`config.mk`:
```
export PLATFORM = sky130hd
export DESIGN_NAME = cp_inserter
export DESIGN_NICKNAME = d
export VERILOG_FILES = /design/src/rtl/ofdm_pkg.sv /design/src/rtl/cp_sym_ram.sv /design/src/rtl/cp_inserter.sv
export SDC_FILE = /design/constraint.sdc
export NUM_CORES = 1
export LEC_CHECK = 0
export CORE_UTILIZATION = 45
export DETAILED_ROUTE_END_ITERATION = 16
export PLACE_DENSITY_LB_ADDON = 0.08
export SLEW_MARGIN = 20
export SYNTH_ARGS = -nofsm -noshare
export SYNTH_HDL_FRONTEND = slang
export SYNTH_SLANG_ARGS = --single-unit
```
`constraint.sdc`:
```
create_clock -name aclk -period 10.15 [get_ports aclk]
set_clock_uncertainty 0.15 [all_clocks]
set_input_delay 1.015 -clock aclk [delete_from_list [all_inputs] [get_ports aclk]]
set_output_delay 1.015 -clock aclk [all_outputs]
set_load 0.01 [all_outputs]
```
`src/rtl/ofdm_pkg.sv`:
```
// ---------------------------------------------------------------------------
// ofdm_pkg
// Shared constants and types for the OFDM transmit back end.
//   OFDM_N      : IFFT points per OFDM symbol
//   OFDM_CP     : cyclic-prefix length in samples
//   OFDM_W      : sample width, {re[W/2-1:0], im[W/2-1:0]}
//   OFDM_LOG2N  : index width for OFDM_N points
//   rd_state_e  : read-side FSM encoding of the cyclic-prefix inserter
//   idx_bits()  : index width for an arbitrary point count (at least 1 bit)
// ---------------------------------------------------------------------------
package ofdm_pkg;

   localparam int OFDM_N     = 16;
   localparam int OFDM_CP    = 4;
   localparam int OFDM_W     = 32;
   localparam int OFDM_LOG2N = $clog2(OFDM_N);

   typedef enum logic [1:0] {
      RD_IDLE   = 2'd0,
      RD_PREFIX = 2'd1,
      RD_BODY   = 2'd2
   } rd_state_e;

   function automatic int idx_bits(input int n);
      return (n <= 1) ? 1 : $clog2(n);
   endfunction

endpackage

```
`src/rtl/cp_sym_ram.sv`:
```
// ---------------------------------------------------------------------------
// cp_sym_ram
// Two-bank symbol store for the cyclic-prefix inserter. The bank select is
// the address MSB; the lower AW bits are the sample index inside the bank.
// Contents are never reset.
//   aclk    : clock
//   we_i    : write enable
//   waddr_i : write address {bank, index}
//   wdata_i : write data
//   raddr_i : read address {bank, index}
//   rdata_o : asynchronous read data
// ---------------------------------------------------------------------------
module cp_sym_ram
   import ofdm_pkg::*;
#(
   parameter int N  = OFDM_N,
   parameter int W  = OFDM_W,
   parameter int AW = idx_bits(OFDM_N)
) (
   input  logic          aclk,
   input  logic          we_i,
   input  logic [AW:0]   waddr_i,
   input  logic [W-1:0]  wdata_i,
   input  logic [AW:0]   raddr_i,
   output logic [W-1:0]  rdata_o
);

   // Full power-of-two depth so every {bank, index} address is in range even
   // when N is not a power of two; the unused tail words are never touched.
   localparam int DEPTH = 2 ** (AW + 1);

   logic [W-1:0] mem_q [DEPTH];

   always_ff @(posedge aclk) begin
      if (we_i) begin
         mem_q[waddr_i] <= wdata_i;
      end
   end

   assign rdata_o = mem_q[raddr_i];

endmodule

```
`src/rtl/cp_inserter.sv`:
```
// ---------------------------------------------------------------------------
// cp_inserter
// Inserts a cyclic prefix in front of each N-sample IFFT output symbol.
// Input symbols are captured into a ping-pong pair of banks; each full bank
// is replayed as x[N-CP..N-1] (prefix, tuser=1) followed by x[0..N-1]
// (body, tlast on the final sample).
//   aclk                : clock, rising edge
//   aresetn             : asynchronous active-low reset
//   s_axis_data_tdata   : input sample
//   s_axis_data_tvalid  : input sample valid
//   s_axis_data_tlast   : input frame end marker (checked, not used to frame)
//   s_axis_data_tready  : write bank is empty and can take a sample
//   m_axis_data_tdata   : output sample (registered)
//   m_axis_data_tvalid  : output valid (registered)
//   m_axis_data_tlast   : last sample of the N+CP symbol (registered)
//   m_axis_data_tuser   : sample belongs to the prefix (registered)
//   m_axis_data_tready  : downstream accepts the output
//   err_tlast           : one-cycle pulse when tlast disagrees with framing
// ---------------------------------------------------------------------------
module cp_inserter
   import ofdm_pkg::*;
#(
   parameter int N  = OFDM_N,
   parameter int CP = OFDM_CP,
   parameter int W  = OFDM_W
) (
   input  logic          aclk,
   input  logic          aresetn,
   input  logic [W-1:0]  s_axis_data_tdata,
   input  logic          s_axis_data_tvalid,
   input  logic          s_axis_data_tlast,
   output logic          s_axis_data_tready,
   output logic [W-1:0]  m_axis_data_tdata,
   output logic          m_axis_data_tvalid,
   output logic          m_axis_data_tlast,
   output logic          m_axis_data_tuser,
   input  logic          m_axis_data_tready,
   output logic          err_tlast
);

   localparam int            AW       = idx_bits(N);
   localparam logic [AW-1:0] IDX_LAST = AW'(N - 1);
   localparam logic [AW-1:0] IDX_CP0  = AW'(N - CP);

   // Bank occupancy: 1 = FULL, 0 = EMPTY
   logic [1:0]    full_q;
   logic [1:0]    full_d;

   logic          wr_bank_q;
   logic [AW-1:0] wr_idx_q;
   logic [AW-1:0] wr_idx_inc;

   rd_state_e     state_q;
   logic          rd_bank_q;
   logic [AW-1:0] rd_idx_q;
   logic [AW-1:0] rd_idx_inc;
   logic [AW:0]   rd_addr_d;
   logic [W-1:0]  rd_data;

   logic [W-1:0]  m_data_q;
   logic          m_valid_q;
   logic          m_last_q;
   logic          m_user_q;
   logic          err_q;

   logic          in_fire;
   logic          out_fire;
   logic          wr_done;
   logic          rd_done;

   assign s_axis_data_tready = ~full_q[wr_bank_q];
   assign in_fire            = s_axis_data_tvalid & s_axis_data_tready;
   assign out_fire           = m_valid_q & m_axis_data_tready;
   assign wr_done            = in_fire & (wr_idx_q == IDX_LAST);
   assign rd_done            = out_fire & (state_q == RD_BODY) & (rd_idx_q == IDX_LAST);

   assign wr_idx_inc = wr_idx_q + 1'b1;
   assign rd_idx_inc = rd_idx_q + 1'b1;

   // The write side only ever targets an EMPTY bank and the read side only a
   // FULL one, so a fill and a drain in the same cycle always hit different
   // banks and both updates land.
   for (genvar gi = 0; gi < 2; gi++) begin : g_bank
      assign full_d[gi] = (wr_done && (wr_bank_q == 1'(gi))) ? 1'b1 :
                          (rd_done && (rd_bank_q == 1'(gi))) ? 1'b0 :
                          full_q[gi];
   end

   always_ff @(posedge aclk or negedge aresetn) begin
      if (!aresetn) begin
         full_q    <= 2'b00;
         wr_bank_q <= 1'b0;
         wr_idx_q  <= '0;
         err_q     <= 1'b0;
      end else begin
         full_q <= full_d;
         // tlast is only checked against the sample count; it never
         // re-aligns wr_idx.
         err_q  <= in_fire & (s_axis_data_tlast ^ (wr_idx_q == IDX_LAST));
         if (in_fire) begin
            if (wr_idx_q == IDX_LAST) begin
               wr_idx_q  <= '0;
               wr_bank_q <= ~wr_bank_q;
            end else begin
               wr_idx_q  <= wr_idx_inc;
            end
         end
      end
   end

   // Address of the sample the output register will load next. Only used on
   // cycles where the FSM below actually loads.
   always_comb begin
      rd_addr_d = {rd_bank_q, IDX_CP0};
      case (state_q)
         RD_PREFIX: rd_addr_d = (rd_idx_q == IDX_LAST) ? {rd_bank_q, {AW{1'b0}}}
                                                       : {rd_bank_q, rd_idx_inc};
         RD_BODY:   rd_addr_d = (rd_idx_q == IDX_LAST) ? {~rd_bank_q, IDX_CP0}
                                                       : {rd_bank_q, rd_idx_inc};
         default:   rd_addr_d = {rd_bank_q, IDX_CP0};
      endcase
   end

   cp_sym_ram #(
      .N  (N),
      .W  (W),
      .AW (AW)
   ) u_ram (
      .aclk    (aclk),
      .we_i    (in_fire),
      .waddr_i ({wr_bank_q, wr_idx_q}),
      .wdata_i (s_axis_data_tdata),
      .raddr_i (rd_addr_d),
      .rdata_o (rd_data)
   );

   // Read FSM. The output register only changes on entry from IDLE or on an
   // accepted transfer, which keeps the beat stable during backpressure.
   always_ff @(posedge aclk or negedge aresetn) begin
      if (!aresetn) begin
         state_q   <= RD_IDLE;
         rd_bank_q <= 1'b0;
         rd_idx_q  <= '0;
         m_data_q  <= '0;
         m_valid_q <= 1'b0;
         m_last_q  <= 1'b0;
         m_user_q  <= 1'b0;
      end else begin
         case (state_q)
            RD_IDLE: begin
               if (full_q[rd_bank_q]) begin
                  state_q   <= RD_PREFIX;
                  rd_idx_q  <= IDX_CP0;
                  m_data_q  <= rd_data;
                  m_valid_q <= 1'b1;
                  m_user_q  <= 1'b1;
                  m_last_q  <= 1'b0;
               end
            end
            RD_PREFIX: begin
               if (out_fire) begin
                  m_data_q <= rd_data;
                  if (rd_idx_q == IDX_LAST) begin
                     state_q  <= RD_BODY;
                     rd_idx_q <= '0;
                     m_user_q <= 1'b0;
                     m_last_q <= 1'b0;
                  end else begin
                     rd_idx_q <= rd_idx_inc;
                  end
               end
            end
            RD_BODY: begin
               if (out_fire) begin
                  if (rd_idx_q == IDX_LAST) begin
                     rd_bank_q <= ~rd_bank_q;
                     m_last_q  <= 1'b0;
                     // Chain straight into the other bank when it is ready
                     // so consecutive symbols stream without a gap.
                     if (full_q[~rd_bank_q]) begin
                        state_q   <= RD_PREFIX;
                        rd_idx_q  <= IDX_CP0;
                        m_data_q  <= rd_data;
                        m_valid_q <= 1'b1;
                        m_user_q  <= 1'b1;
                     end else begin
                        state_q   <= RD_IDLE;
                        rd_idx_q  <= '0;
                        m_valid_q <= 1'b0;
                        m_user_q  <= 1'b0;
                     end
                  end else begin
                     rd_idx_q <= rd_idx_inc;
                     m_data_q <= rd_data;
                     m_last_q <= (rd_idx_inc == IDX_LAST);
                  end
               end
            end
            default: begin
               state_q   <= RD_IDLE;
               m_valid_q <= 1'b0;
               m_last_q  <= 1'b0;
               m_user_q  <= 1'b0;
            end
         endcase
      end
   end

   assign m_axis_data_tdata  = m_data_q;
   assign m_axis_data_tvalid = m_valid_q;
   assign m_axis_data_tlast  = m_last_q;
   assign m_axis_data_tuser  = m_user_q;
   assign err_tlast          = err_q;

endmodule

```
# Word-level counts from Yosys, hierarchy flattened
# Memories as Yosys holds them, arrays and structs flattened.
# Cells that the tools add are included.
# totals
regBits	50
latchBits	0
ram_bits	1024
romBits	0
inputBits	37
elab_cells	103
n_memories	1
# op_classes
addsub	2
mul	0
div_mod_pow	0
magnitude_cmp	3
n_eq_ne	11
shift	0
muxes	48
bitwise	11
reduce_logical	15
# memory_table
memory	depth	width	read_ports	rd_ports_with_merged_regs	wr	line	rtl
u_ram.mem_q	32	32	1	0	1	cp_sym_ram.sv:32	logic [W-1:0] mem_q [DEPTH];
# ops
operator	n
$mux 32	5
$pmux 32 s3	1
$mux 4	8
$mux 1	22
$eq 4x4->1 const B	3
$pmux 4 s3	1
$reduce_and 4->1	3
$mux 2	5
$pmux 5 s2	1
$reduce_and 5->1	2
$pmux 1 s3	3
$add 4x1->4 const B	2
$ne 2x2->1 const B	4
$and 1x1->1	6
$lt 1x2->1 const B	3
$pmux 2 s3	1
$mux 5	1
$logic_and 1x1->1	4
$not 1->1	4
$reduce_bool 2->1	2
$ne 3x2->1 const B	1
$reduce_and 3->1	1
$reduce_bool 3->1	1
$eq 2x1->1 const B	1
5 further kinds	5

# Depth between registers and ports, before layout
# Gate-level depths: netlist of run 1.
# An unclocked memory read counts as a cell.
# logic_depth
depth_word	8
depth_mapped	13
depth_no_buf	8

# Cells and area by module
# From an unflattened synthesis of run 1, not the netlist that was laid out.
# hier_totals
hier_cells	2421
hier_area_um2	42303.1
# modules_own_cells
mod	n_inst	cells_per_inst	area_per_inst_um2
cp_sym_ram	1	2228	39852.0
cp_inserter	1	193	2451.1

# Worst setup path before layout of run 1
# OpenSTA, ideal clock, no wires.
# synth_path
path_kind	input to register
start	in s_axis_data_tvalid
end	mem u_ram.mem_q[12][0] (netlist bit), enable pin
setup_ns	0.461
arrival_time_ns	3.840
setup_slack_ns	5.699
stages	4
path_cell_list	and2_1 clkbuf_1 nand2_1 nor3_1
# synth_via
elab_chain_len	3
# synth_rtl
item	line	rtl
start, declared	cp_inserter.sv:30	input logic s_axis_data_tvalid,
$and 1x1->1	cp_inserter.sv:72	assign in_fire = s_axis_data_tvalid & s_axis_data_tready;
$mux 1	cp_sym_ram.sv:35	if (we_i) begin
$mux 1 (not written as such)	cp_sym_ram.sv:36	mem_q[waddr_i] <= wdata_i;
end, declared	cp_sym_ram.sv:32	
# No other way between the ends.

# Worst setup path after layout of run 1
# layout_path
start	reg state_q[1]
end	reg m_data_q[22] (netlist: m_axis_data_tdata[22])
# layout_via
elab_chain_len	7
elab_cells_between_ends	17
cone_classes	6 x eq/ne; 7 x mux; 3 x reduce/logical; 1 x memory
# layout_rtl
item	line	rtl
start, declared	cp_inserter.sv:53	rd_state_e state_q;
start signal, assigned	cp_inserter.sv:141	state_q <= RD_IDLE;
start signal, assigned	cp_inserter.sv:152	state_q <= RD_PREFIX;
start signal, assigned	cp_inserter.sv:164	state_q <= RD_BODY;
$eq 2x2->1 / $eq 2x1->1 (equally long branches)	cp_inserter.sv:115, cp_inserter.sv:149	
$pmux 5 s2	cp_inserter.sv:115	case (state_q)
$mem_v2 32x32	--	
$mux 32	cp_inserter.sv:180	if (full_q[~rd_bank_q]) begin
$mux 32	cp_inserter.sv:175	if (rd_idx_q == IDX_LAST) begin
$mux 32	cp_inserter.sv:174	if (out_fire) begin
$pmux 32 s3	cp_inserter.sv:149	case (state_q)
end signal, assigned	cp_inserter.sv:154	m_data_q <= rd_data;
end signal, assigned	cp_inserter.sv:162	m_data_q <= rd_data;
end signal, assigned	cp_inserter.sv:183	m_data_q <= rd_data;
end, declared	cp_inserter.sv:60	logic [W-1:0] m_data_q;
# Parallel ways exist; a longest one is shown, timed or not. The select of a mux whose other input is x is not followed.
# A chain may end at the register's enable or synchronous reset.

==> results of run 1 <==
==> layout make-up <==
type / instances / area share
flip-flops and latches: 1074 / 0.671
multi-input cells: 820 / 0.197
clock buffers: 152 / 0.0639
well taps: 1243 / 0.0326
repair buffers: 132 / 0.0224
clock inverters: 56 / 0.0117
inverters: 9 / 0.000709
==> final timing paths <==
check,to,slack (ns),depth (start not counted)
setup / recovery,m_axis_data_tdata[22],5.05,10
hold / removal,m_axis_data_tuser,0.36,1
setup reg to reg,m_axis_data_tdata[22],5.05,10
hold reg to reg,m_axis_data_tuser,0.36,1
max in group asynchronous,rd_idx_q[0],8.70,1
min in group asynchronous,state_q[0],0.39,1
==> cell usage after synthesis (32+ instances only) <==
master,n
sky130_fd_sc_hd__nor2_1,34
sky130_fd_sc_hd__dfrtp_1,50
sky130_fd_sc_hd__o211a_1,33
sky130_fd_sc_hd__mux4_2,224
sky130_fd_sc_hd__o31ai_1,64
sky130_fd_sc_hd__nand2_1,52
sky130_fd_sc_hd__nand4_1,95
sky130_fd_sc_hd__buf_2,32
sky130_fd_sc_hd__edfxtp_1,1024
sky130_fd_sc_hd__nand3_1,36
sky130_fd_sc_hd__a2111oi_0,62
sky130_fd_sc_hd__o21ai_0,44
sky130_fd_sc_hd__a22oi_1,95
sky130_fd_sc_hd__clkbuf_1,91
==> sequential cells by signal (all words and copies together), names as in the netlist <==
name / cells
m_axis_data_tvalid: 1
m_axis_data_tdata: 32
err_tlast: 1
m_axis_data_tuser: 1
wr_idx_q: 4
full_q: 2
m_axis_data_tlast: 1
u_ram.mem_q: 1024
rd_idx_q: 4
wr_bank_q: 1
rd_bank_q: 1
state_q: 2
==> cells by family after synthesis <==
| logic type | synth area share |
|---|---|
| adder cells (fa/ha/maj) | 0.00329 |
| AND/OR/NAND/NOR | 0.0308 |
| AO/OA/AOI/OAI | 0.0593 |
| flip-flops | 0.764 |
| XOR/XNOR | 0.00105 |
| buffers and inverters | 0.0181 |
| multiplexers | 0.123 |
==> report_power, final <==
part | switching, uW | total [uW] | internal (uW) | leakage, uW
sequential | 165 | 5330 | 5160 | 0.00979
clock | 1660 | 4030 | 2370 | 0.00177
combinational | 1950 | 3110 | 1160 | 0.00316
==> stage by stage <==
stage                     std cells  worst slack, ns  hold slack, ns  cell area (um^2)
after global placement         3278             4.79           0.351             44200
after CTS                      3486             5.09           0.372             47800
after global routing           3486             4.73           0.399             47700
after detailed placement       3278             5.11           0.359             44200
after floorplan                2061             5.70           0.340             41900
final                          3486             5.05           0.364             47700
==> layer usage <==
metal / vias to the layer above / wire length (um) / global-route usage
li1: 8978 / - / -
met1: 11900 / 48600 / 0.350
met2: 902 / 54700 / 0.390
met3: 203 / 7850 / 0.0396
met4: 0 / 3950 / 0.0920
met5: - / 0 / 0
==> critical path, cell delays in order (launching register included) <==
cell                      delay, ns
sky130_fd_sc_hd__dfrtp_1       0.43
sky130_fd_sc_hd__inv_1         0.09
sky130_fd_sc_hd__ha_1          0.55
sky130_fd_sc_hd__o21a_2        0.21
sky130_fd_sc_hd__buf_4         0.65
sky130_fd_sc_hd__nand3_4       0.81
sky130_fd_sc_hd__buf_12        0.49
sky130_fd_sc_hd__mux4_2        0.63
sky130_fd_sc_hd__a22oi_1       0.28
sky130_fd_sc_hd__nand3_1       0.19
sky130_fd_sc_hd__o211a_1       0.21
==> PnR_summary.wiki, run 1 <==
{| class="wikitable"
! Metric !! Value
|-
| Post-synthesis instance area || 41900 um^2
|-
| Vias per std cell || 6.31
|-
| Number of distinct library cells after synthesis || 53
|-
| Routed wirelength normalized by instance count || between 30 and 40 um
|-
| Pwr dens || 261 nW/um^2
|-
| Slew @ Worst Pin || roughly 1.1 ns
|-
| Achievable Freq || 196 MHz
|-
| Ports || 74
|-
| Nets in the synthesized netlist || 2109
|-
| Die Span Y || 307 um
|-
| Clk buf depth || 3
|-
| Inserted Diodes || 0
|-
| Area growth syn-to-layout || 13.9%
|-
| Avg Inst Size Synth || 20.3 um^2
|-
| Starting density of the core || 0.455
|-
| Number of violations reported at the end of detailed-routing iteration 0 || 2324
|-
| Hold Vio Cnt, Final || 0
|-
| Async set or reset register ratio after synthesis || 0.0466
|-
| HPWL after detailed placement || 59700 um
|-
| Leading register cell type out of synthesis || sky130_fd_sc_hd__edfxtp_1
|-
| Hold buffer count at cts || 0
|-
| Count of unresolved DRC violations after routing || 0
|-
| Vias in the first global route || between 20000 and 25000
|-
| Finished Core Util || 0.519
|-
| Max-slew headroom || 0.264
|-
| Nets@finish || 2196
|-
| Number of buffers added on ports || 73
|-
| Portion of the post-synthesis area used by sequential elements || 0.764
|-
| Number of warning messages in the yosys log || 0
|-
| Worst R2R Start || state_q[1]
|-
| Final Max Tran Viols || 0
|-
| Maximum fanout along the worst path || between 80 and 90
|-
| H-tree lvl count || 3
|-
| Total chip power || 12500 uW
|-
| Critical hold path startpoint || m_axis_data_tuser
|-
| CTS tree || done
|-
| Total routing usage reported by global routing || 0.247
|-
| Horizontal extent of the die || 307 um
|-
| Cts repair resizes || 0
|-
| Final min period || 5.10 ns
|-
| Portion of the clock cycle consumed by the worst path in the final layout || 0.502
|-
| Outcome || complete, no violations
|-
| Filler cell count || 7388
|-
| Area of the die || 94300 um^2
|-
| Leading cell types in the layout, fill and taps excluded || 1024 x sky130_fd_sc_hd__edfxtp_1, 224 x sky130_fd_sc_hd__mux4_2, 113 x sky130_fd_sc_hd__clkbuf_16
|-
| Max Cap Viol || 0
|-
| Crit start category || register
|-
| Total clock sinks || 1074
|-
| Share of the synthesized area in the top cell type || 0.735
|-
| Global-route congestion overflow total || 0
|-
| Footprint of the multi-input gates || around 9400 um^2
|-
| Post-CTS repair timing setup buffer count || 0
|-
| Count of endpoints failing setup in the final report || 0
|-
| Number of iterations in the first detailed-routing pass || 5
|-
| Critical Path AT || 5.51 ns
|-
| Antenna-violating nets left || 0
|-
| Later-pin clock latency in the skew report || 0.68 ns
|-
| Placer's final routability congestion estimate || 0.751
|-
| Crit Path Category || reg -> reg
|-
| Post-synthesis sequential element count || ~1100
|-
| Number of antenna violations at the first check in global routing || 2
|-
| Sort of element at the end of the critical path || register
|-
| Number of enable flip-flop cells after synthesis || 1024
|-
| Largest net degree at the start of global routing || 85
|-
| CTS root buf || sky130_fd_sc_hd__clkbuf_16
|-
| Core Region || 91900 um^2
|-
| Synth area leader || sky130_fd_sc_hd__edfxtp_1
|-
| Routed WL || 115000 um
|-
| Vias after detailed routing || 22000
|-
| Unrepaired setup endpoints after global routing || false
|-
| CP Launch Point || state_q[1]
|-
| Leak pwr || 0.0147 uW
|-
| Setup TNS || 0 ns
|-
| Top cells by area, synth || sky130_fd_sc_hd__edfxtp_1 73%, sky130_fd_sc_hd__mux4_2 12%, sky130_fd_sc_hd__dfrtp_1 3.0%, sky130_fd_sc_hd__a22oi_1 1.7%, sky130_fd_sc_hd__nand4_1 1.4%
|-
| Most common cell after layout, fill and taps aside || sky130_fd_sc_hd__edfxtp_1
|-
| Number of rows in the core area || ~110
|-
| Sequential standard cell area || 32000 um^2
|-
| Global-route wire length before repair || 165000 um
|-
| Maximum ir drop on the vdd rail || 0.000196 V
|-
| Reg clk slew, reported paths || approximately 0.06 ns
|-
| Cell count after synthesis || 2061
|-
| Proportion of layout cells with a drive suffix above 1 || 0.232
|-
| Worst hold path type || reg -> reg
|-
| Data required time of the worst path || 10.56 ns
|-
| Inserted Clock Buffers || 111
|}
Note: power is estimated with default switching activity, not from simulation.
==> run 2: changes to the inputs <==
Clock period 10.15 ns to 4.2 ns, I/O delays scaled along.
==> run 2 against run 1 <==
Against the previous run: critical path depth shrank 5; core utilization up 0.65 points; power rose by 140%; first-iteration DRC count increased by 4.4%; flip-flop and latch count stayed put; setup slack worse by 4.5 ns; clock power grew 140%; non-clock buffer count up 59; global-route usage fell by 0.60 points; sequential power rose by 140%; via count shrank 0.13%; design area increased by 1.2%.
==> PnR_summary.wiki, run 2 (synthesis gave the netlist of run 1 again) <==
{| class="wikitable"
! Metric !! Value
|-
| Number of iterations in the first detailed-routing pass || 8
|-
| Nets@finish || between 2000 and 2500
|-
| Flip-flop count of the largest register, all copies and words added || 1024
|-
| Placed instance count || between 3000 and 4000
|-
| Reg clk slew, reported paths || 0.06 ns
|-
| Starting density of the core || 0.455
|-
| Proportion of total power due to net switching || 0.303
|-
| Number of violations reported at the end of detailed-routing iteration 0 || 2427
|-
| Pwr dens || roughly 630 nW/um^2
|-
| Worst hold slack across all endpoints || between 0.1 and 0.15 ns
|-
| Final Max Tran Viols || 0
|-
| H-tree lvl count || 3
|-
| Max Cap Viol || 0
|-
| CTS tree || done
|-
| Largest net degree at the start of global routing || 71
|-
| Number of antenna violations at the first check in global routing || 3
|-
| Critical Path AT || 3.80 ns
|-
| Vias in the first global route || approximately 22000
|-
| Inserted Diodes || 0
|-
| Post-placement worst setup slack || 0.595 ns
|-
| Cts repair resizes || 0
|-
| Busiest grt layer || met2
|-
| Total clock sinks || 1074
|-
| WP buf/inv || 1
|-
| Clk buf depth || 3
|-
| Global-route wire length before repair || about 160000 um
|-
| Proportion of layout cells with a drive suffix above 1 || 0.248
|-
| Placer's final routability congestion estimate || 0.820
|-
| Final min period || 3.60 ns
|-
| Sort of element at the end of the critical path || register
|-
| Hold Vio Cnt, Final || 0
|-
| Horizontal extent of the die || 307 um
|-
| Routing usage on met1 || 0.346
|-
| Setup TNS || 0 ns
|-
| Leading cell types in the layout, fill and taps excluded || 1024 x sky130_fd_sc_hd__edfxtp_1, 224 x sky130_fd_sc_hd__mux4_2, 113 x sky130_fd_sc_hd__clkbuf_16
|-
| Later-pin clock latency in the skew report || 0.68 ns
|-
| Slew @ Worst Pin || 1.02 ns
|-
| Post-CTS repair timing setup buffer count || 0
|-
| Unrepaired setup endpoints after global routing || false
|-
| Most common cell after layout, fill and taps aside || sky130_fd_sc_hd__edfxtp_1
|-
| Max-slew headroom || 0.316
|-
| Cell with the largest stage delay on the worst path || sky130_fd_sc_hd__dfrtp_1
|-
| Number of cells in the finished layout apart from fillers || 3537
|-
| Data required time of the worst path || 4.40 ns
|-
| Achievable Freq || 278 MHz
|-
| Global-route congestion overflow total || 0
|-
| Number of buffers added on ports || 73
|-
| Total routing usage reported by global routing || 0.241
|-
| Count of unresolved DRC violations after routing || 0
|-
| Max stage delay on crit path || 0.75 ns
|-
| Internal power consumption || 21100 uW
|-
| Ports || 74
|-
| Worst R2R Start || wr_bank_q
|-
| Crit Path Category || reg -> reg
|-
| Inserted Clock Buffers || 109
|-
| Number of rows in the core area || around 110
|-
| Crit start category || register
|-
| Vias per std cell || 6.21
|-
| Reg2reg setup slack || around 0.6 ns
|-
| Number of cells on the worst reg-to-reg path || 5
|-
| Portion of the clock cycle consumed by the worst path in the final layout || 0.858
|-
| Endpoint of the most critical setup path || u_ram.mem_q[18][10]
|-
| CP Launch Point || wr_bank_q
|-
| Outcome || complete, no violations
|-
| R2r endpoint || u_ram.mem_q[18][10]
|-
| Die Span Y || a little over 300 um
|-
| Largest Register || u_ram.mem_q
|-
| Leak pwr || 0.0150 uW
|-
| Sw power || between 9000 and 10000 uW
|-
| Number of cells on the critical path || 5
|-
| Vias after detailed routing || 22000
|-
| CTS root buf || sky130_fd_sc_hd__clkbuf_16
|-
| Worst hold path type || in -> reg
|-
| Maximum fanout along the worst path || 21
|-
| Met2 global-route usage || 0.387
|-
| Clock network power share || 0.316
|-
| Maximum ir drop on the vdd rail || 0.000484 V
|-
| Comb pwr share || 0.258
|-
| Antenna-violating nets left || 0
|-
| Count of endpoints failing setup in the final report || 0
|-
| Area of the die || 94300 um^2
|-
| HPWL after detailed placement || roughly 66000 um
|-
| Routed wirelength normalized by instance count || 31.6 um
|-
| Worst path top cell family by delay || simple AND/OR/NAND/NOR gates
|-
| Finished Core Util || 0.525
|-
| Core Region || 91900 um^2
|-
| Routed WL || 112000 um
|-
| Sequential fraction of design power || 0.426
|-
| Cell chain of the critical path || mux2i_1 -> and2_1 -> nand2_1 -> nor2_4 -> buf_12
|-
| Worst setup slack after layout || 0.598 ns
|-
| Area growth syn-to-layout || 15.3%
|-
| GR Util met3 || 0.0403
|}
[run 2: cell count changes in the layout (fill, tap and decap cells not counted), moves of 2 or more]
cell / previous run / this run
sky130_fd_sc_hd__nor3_2: 4 / 1
sky130_fd_sc_hd__bufinv_16: 11 / 9
sky130_fd_sc_hd__buf_12: 1 / 19
sky130_fd_sc_hd__buf_4: 59 / 99
sky130_fd_sc_hd__nor3_4: 0 / 3
sky130_fd_sc_hd__clkinv_2: 18 / 14
sky130_fd_sc_hd__inv_6: 6 / 2
[run 2: what timing repair did]
item / in CTS / in global routing
endpoints found under the hold margin: 50 / 0
endpoints found under the setup margin: 0 / 0
hold buffers: 1 / 0
[run 2: per-layer routing]
layer	vias up	wire length, um
li1	9082	-
met1	11800	47600
met2	895	54300
met3	155	7630
met4	2	2330
met5	-	8
[run 2: worst min-delay path by stage]
stage,startpoint,to,slack [ns],cells after the start
2_1_floorplan,aresetn,err_tlast,-0.03,0
3_3_place_gp,m_axis_data_tuser,m_axis_data_tuser,0.35,1
3_5_place_dp,m_axis_data_tuser,m_axis_data_tuser,0.37,1
4_1_cts,s_axis_data_tdata[13],u_ram.mem_q[7][13],0.13,1
5_1_grt,s_axis_data_tdata[5],u_ram.mem_q[25][5],0.12,1
6_report,s_axis_data_tdata[5],u_ram.mem_q[25][5],0.12,1
[run 2: area by class of cell]
| class | count | area [um^2] |
|---|---|---|
| clock buffer | 153 | 3050 |
| clock inverter | 47 | 460 |
| fill | 7290 | 43700 |
| inverter | 9 | 33.8 |
| multi-input combinational | 820 | 9430 |
| sequential | 1074 | 32000 |
| tap | 1243 | 1560 |
| timing repair buffer | 191 | 1740 |
[run 2: power by group through the flow]
stage          clock [uW]  combinational, uW  sequential [uW]
6_report             9540               7810            12900
5_1_grt             10100               8340            12900
4_1_cts              9740               7870            12900
3_5_place_dp            0               7840            13100
3_3_place_gp            0               7790            13100
2_1_floorplan           0               4730            13000
[run 2: worst reg2reg max path: cells and delay by family (launching register included)]
kind,cells,cell delay [ns]
buffers and inverters,1,0.32
DFF,1,0.75
muxes,1,0.46
and+or+nand+nor,3,1.56
[run 2: through the flow]
step / total power (uW) / cell area (um^2)
final: 30200 / 48300
after global routing: 31400 / 48300
after CTS: 30500 / 48400
after detailed placement: 21000 / 44800
after global placement: 20900 / 44900
after floorplan: 17700 / 41900
==> run 3: changes to the inputs <==
Settings changed: CORE_UTILIZATION 45 to 35, MAX_ROUTING_LAYER set to met4.
==> run 3 against run 2 <==
Against the previous run: die area up 28%; sequential share of layout area down 1.0 points; largest cell class unchanged; sequential power about the same; critical path type unchanged; fmax down 4.3%; via count down 0.44%; power up 3.3%; hold slack worse by 0.038 ns; register-to-register slack worse by 0.16 ns.
==> PnR_summary.wiki, run 3 (synthesis gave the netlist of run 1 again) <==
{| class="wikitable"
! Metric !! Value
|-
| H-tree lvl count || 3
|-
| Pwr dens || 637 nW/um^2
|-
| HPWL after detailed placement || ~67000 um
|-
| Count of unresolved DRC violations after routing || 0
|-
| Data required time of the worst path || roughly 4.6 ns
|-
| Cell with the largest stage delay on the worst path || sky130_fd_sc_hd__and2_2
|-
| Number of rows in the core area || 126
|-
| Post-placement worst setup slack || 0.420 ns
|-
| Max Cap Viol || 0
|-
| Starting density of the core || 0.354
|-
| Filler cell count || 10400
|-
| Total clock sinks || 1074
|-
| Vias in the first global route || approximately 23000
|-
| Core Region || between 100000 and 150000 um^2
|-
| Maximum fanout along the worst path || 22
|-
| Sort of element at the end of the critical path || register
|-
| Outcome || complete, no violations
|-
| Reg2reg setup slack || 0.44 ns
|-
| Max-slew headroom || 0.275
|-
| Clk buf depth || 3
|-
| Flip-flop count of the largest register, all copies and words added || 1024
|-
| Number of iterations in the first detailed-routing pass || 7
|-
| Hold Vio Cnt, Final || 0
|-
| Routed wirelength normalized by instance count || 31.9 um
|-
| Worst setup slack after layout || 0.437 ns
|-
| Largest net degree at the start of global routing || 69
|-
| Total chip power || around 31000 uW
|-
| Nets@finish || roughly 2200
|-
| Vias per std cell || roughly 5.6
|-
| CTS root buf || sky130_fd_sc_hd__clkbuf_16
|-
| CP Launch Point || state_q[0]
|-
| Total routing usage reported by global routing || 0.213
|-
| Area growth syn-to-layout || 17.1%
|-
| CTS tree || done
|-
| Ports || 74
|-
| Inserted Clock Buffers || 119
|-
| Worst R2R Start || state_q[0]
|-
| Worst hold path type || in -> reg
|-
| Leak pwr || approximately 0.015 uW
|-
| Vias after detailed routing || 21900
|-
| Max stage delay on crit path || 0.56 ns
|-
| Achievable Freq || between 200 and 300 MHz
|-
| Portion of the clock cycle consumed by the worst path in the final layout || 0.896
|-
| Proportion of layout cells with a drive suffix above 1 || 0.255
|-
| Crit Path Category || reg -> reg
|-
| Crit start category || register
|-
| Critical hold path startpoint || s_axis_data_tdata[19]
|-
| Antenna-violating nets left || 0
|-
| Placer's final routability congestion estimate || between 0.7 and 0.8
|-
| Area of the die || 121000 um^2
|-
| Slew @ Worst Pin || 1.08 ns
|-
| Routed WL || 124000 um
|-
| Unrepaired setup endpoints after global routing || false
|-
| Final min period || 3.76 ns
|-
| Maximum ir drop on the vdd rail || slightly below 0.0004 V
|-
| Die Span Y || between 300 and 400 um
|-
| Critical Path AT || 4.20 ns
|-
| Horizontal extent of the die || 348 um
|-
| Largest Register || u_ram.mem_q
|-
| Count of endpoints failing setup in the final report || 0
|-
| Number of violations reported at the end of detailed-routing iteration 0 || 1903
|-
| Global-route congestion overflow total || 0
|-
| Setup TNS || 0 ns
|-
| Worst hold slack across all endpoints || 0.0771 ns
|-
| Final Max Tran Viols || 0
|-
| Leading cell types in the layout, fill and taps excluded || 1024 x sky130_fd_sc_hd__edfxtp_1, 224 x sky130_fd_sc_hd__mux4_2, 120 x sky130_fd_sc_hd__clkbuf_16
|-
| Reg clk slew, reported paths || about 0.060 ns
|-
| Most common cell after layout, fill and taps aside || sky130_fd_sc_hd__edfxtp_1
|-
| Finished Core Util || 0.414
|-
| Later-pin clock latency in the skew report || 0.71 ns
|-
| Number of buffers added on ports || 73
|-
| Global-route wire length before repair || 177000 um
|-
| Cell chain of the critical path || inv_1 -> ha_1 -> or2_1 -> a221oi_2 -> o21a_2 -> and2_2 -> buf_12 -> nand4_1 -> o211a_1
|-
| Number of antenna violations at the first check in global routing || 2
|-
| Cts repair resizes || 0
|}
-- run 3: metal layers --
layer,vias up,track usage,part of all wire
met5,-,-,0
met4,0,0.0491,0.020
met3,169,0.0278,0.038
met2,567,0.337,0.48
met1,12100,0.295,0.46
li1,9084,-,-
-- run 3: path summary, 6_finish.rpt --
check | end | cells after the start
hold reg to reg | m_axis_data_tdata[11] | 1
setup reg to reg | m_axis_data_tdata[24] | 9
hold / removal | u_ram.mem_q[26][19] | 1
max in group asynchronous | rd_idx_q[0] | 2
min in group asynchronous | wr_idx_q[0] | 2
setup / recovery | m_axis_data_tdata[24] | 9
-- run 3: final cells by class --
| class | instances | area, um^2 | share of cell area |
|---|---|---|---|
| repair buffers | 173 | 1640 | 0.0334 |
| flip-flops and latches | 1074 | 32000 | 0.653 |
| inverters | 9 | 33.8 | 0.000689 |
| diodes | 1 | 2.50 | 0.0000511 |
| well taps | 1600 | 2000 | 0.0408 |
| multi-input cells | 820 | 9430 | 0.192 |
| clock buffers | 174 | 3430 | 0.0699 |
| clock inverters | 49 | 470 | 0.00960 |
-- run 3: metrics by stage --
stage | instance area, um^2 | std cells
4_1_cts | 49100 | 3899
3_5_place_dp | 45200 | 3675
5_1_grt | 49000 | 3900
6_report | 49000 | 3900
2_1_floorplan | 41900 | 2061
3_3_place_gp | 45200 | 3675
-- run 3: what timing repair did --
action / in CTS / in global routing
buffers inserted: 0 / 0
hold buffers: 1 / 0
endpoints found under the hold margin: 50 / 0
-- run 3: critical path: cells and delay by family (launching register included) --
| kind | cells | cell delay [ns] |
|---|---|---|
| DFF | 1 | 0.41 |
| AOI/OAI and AO/OA | 3 | 1.05 |
| buffers and inverters | 2 | 0.42 |
| and+or+nand+nor | 3 | 1.19 |
| adders and majority gates | 1 | 0.39 |
-- run 3: power breakdown --
part	switching (uW)	internal, uW
sequential	412	12500
combinational	4950	3050
clock	4230	6110
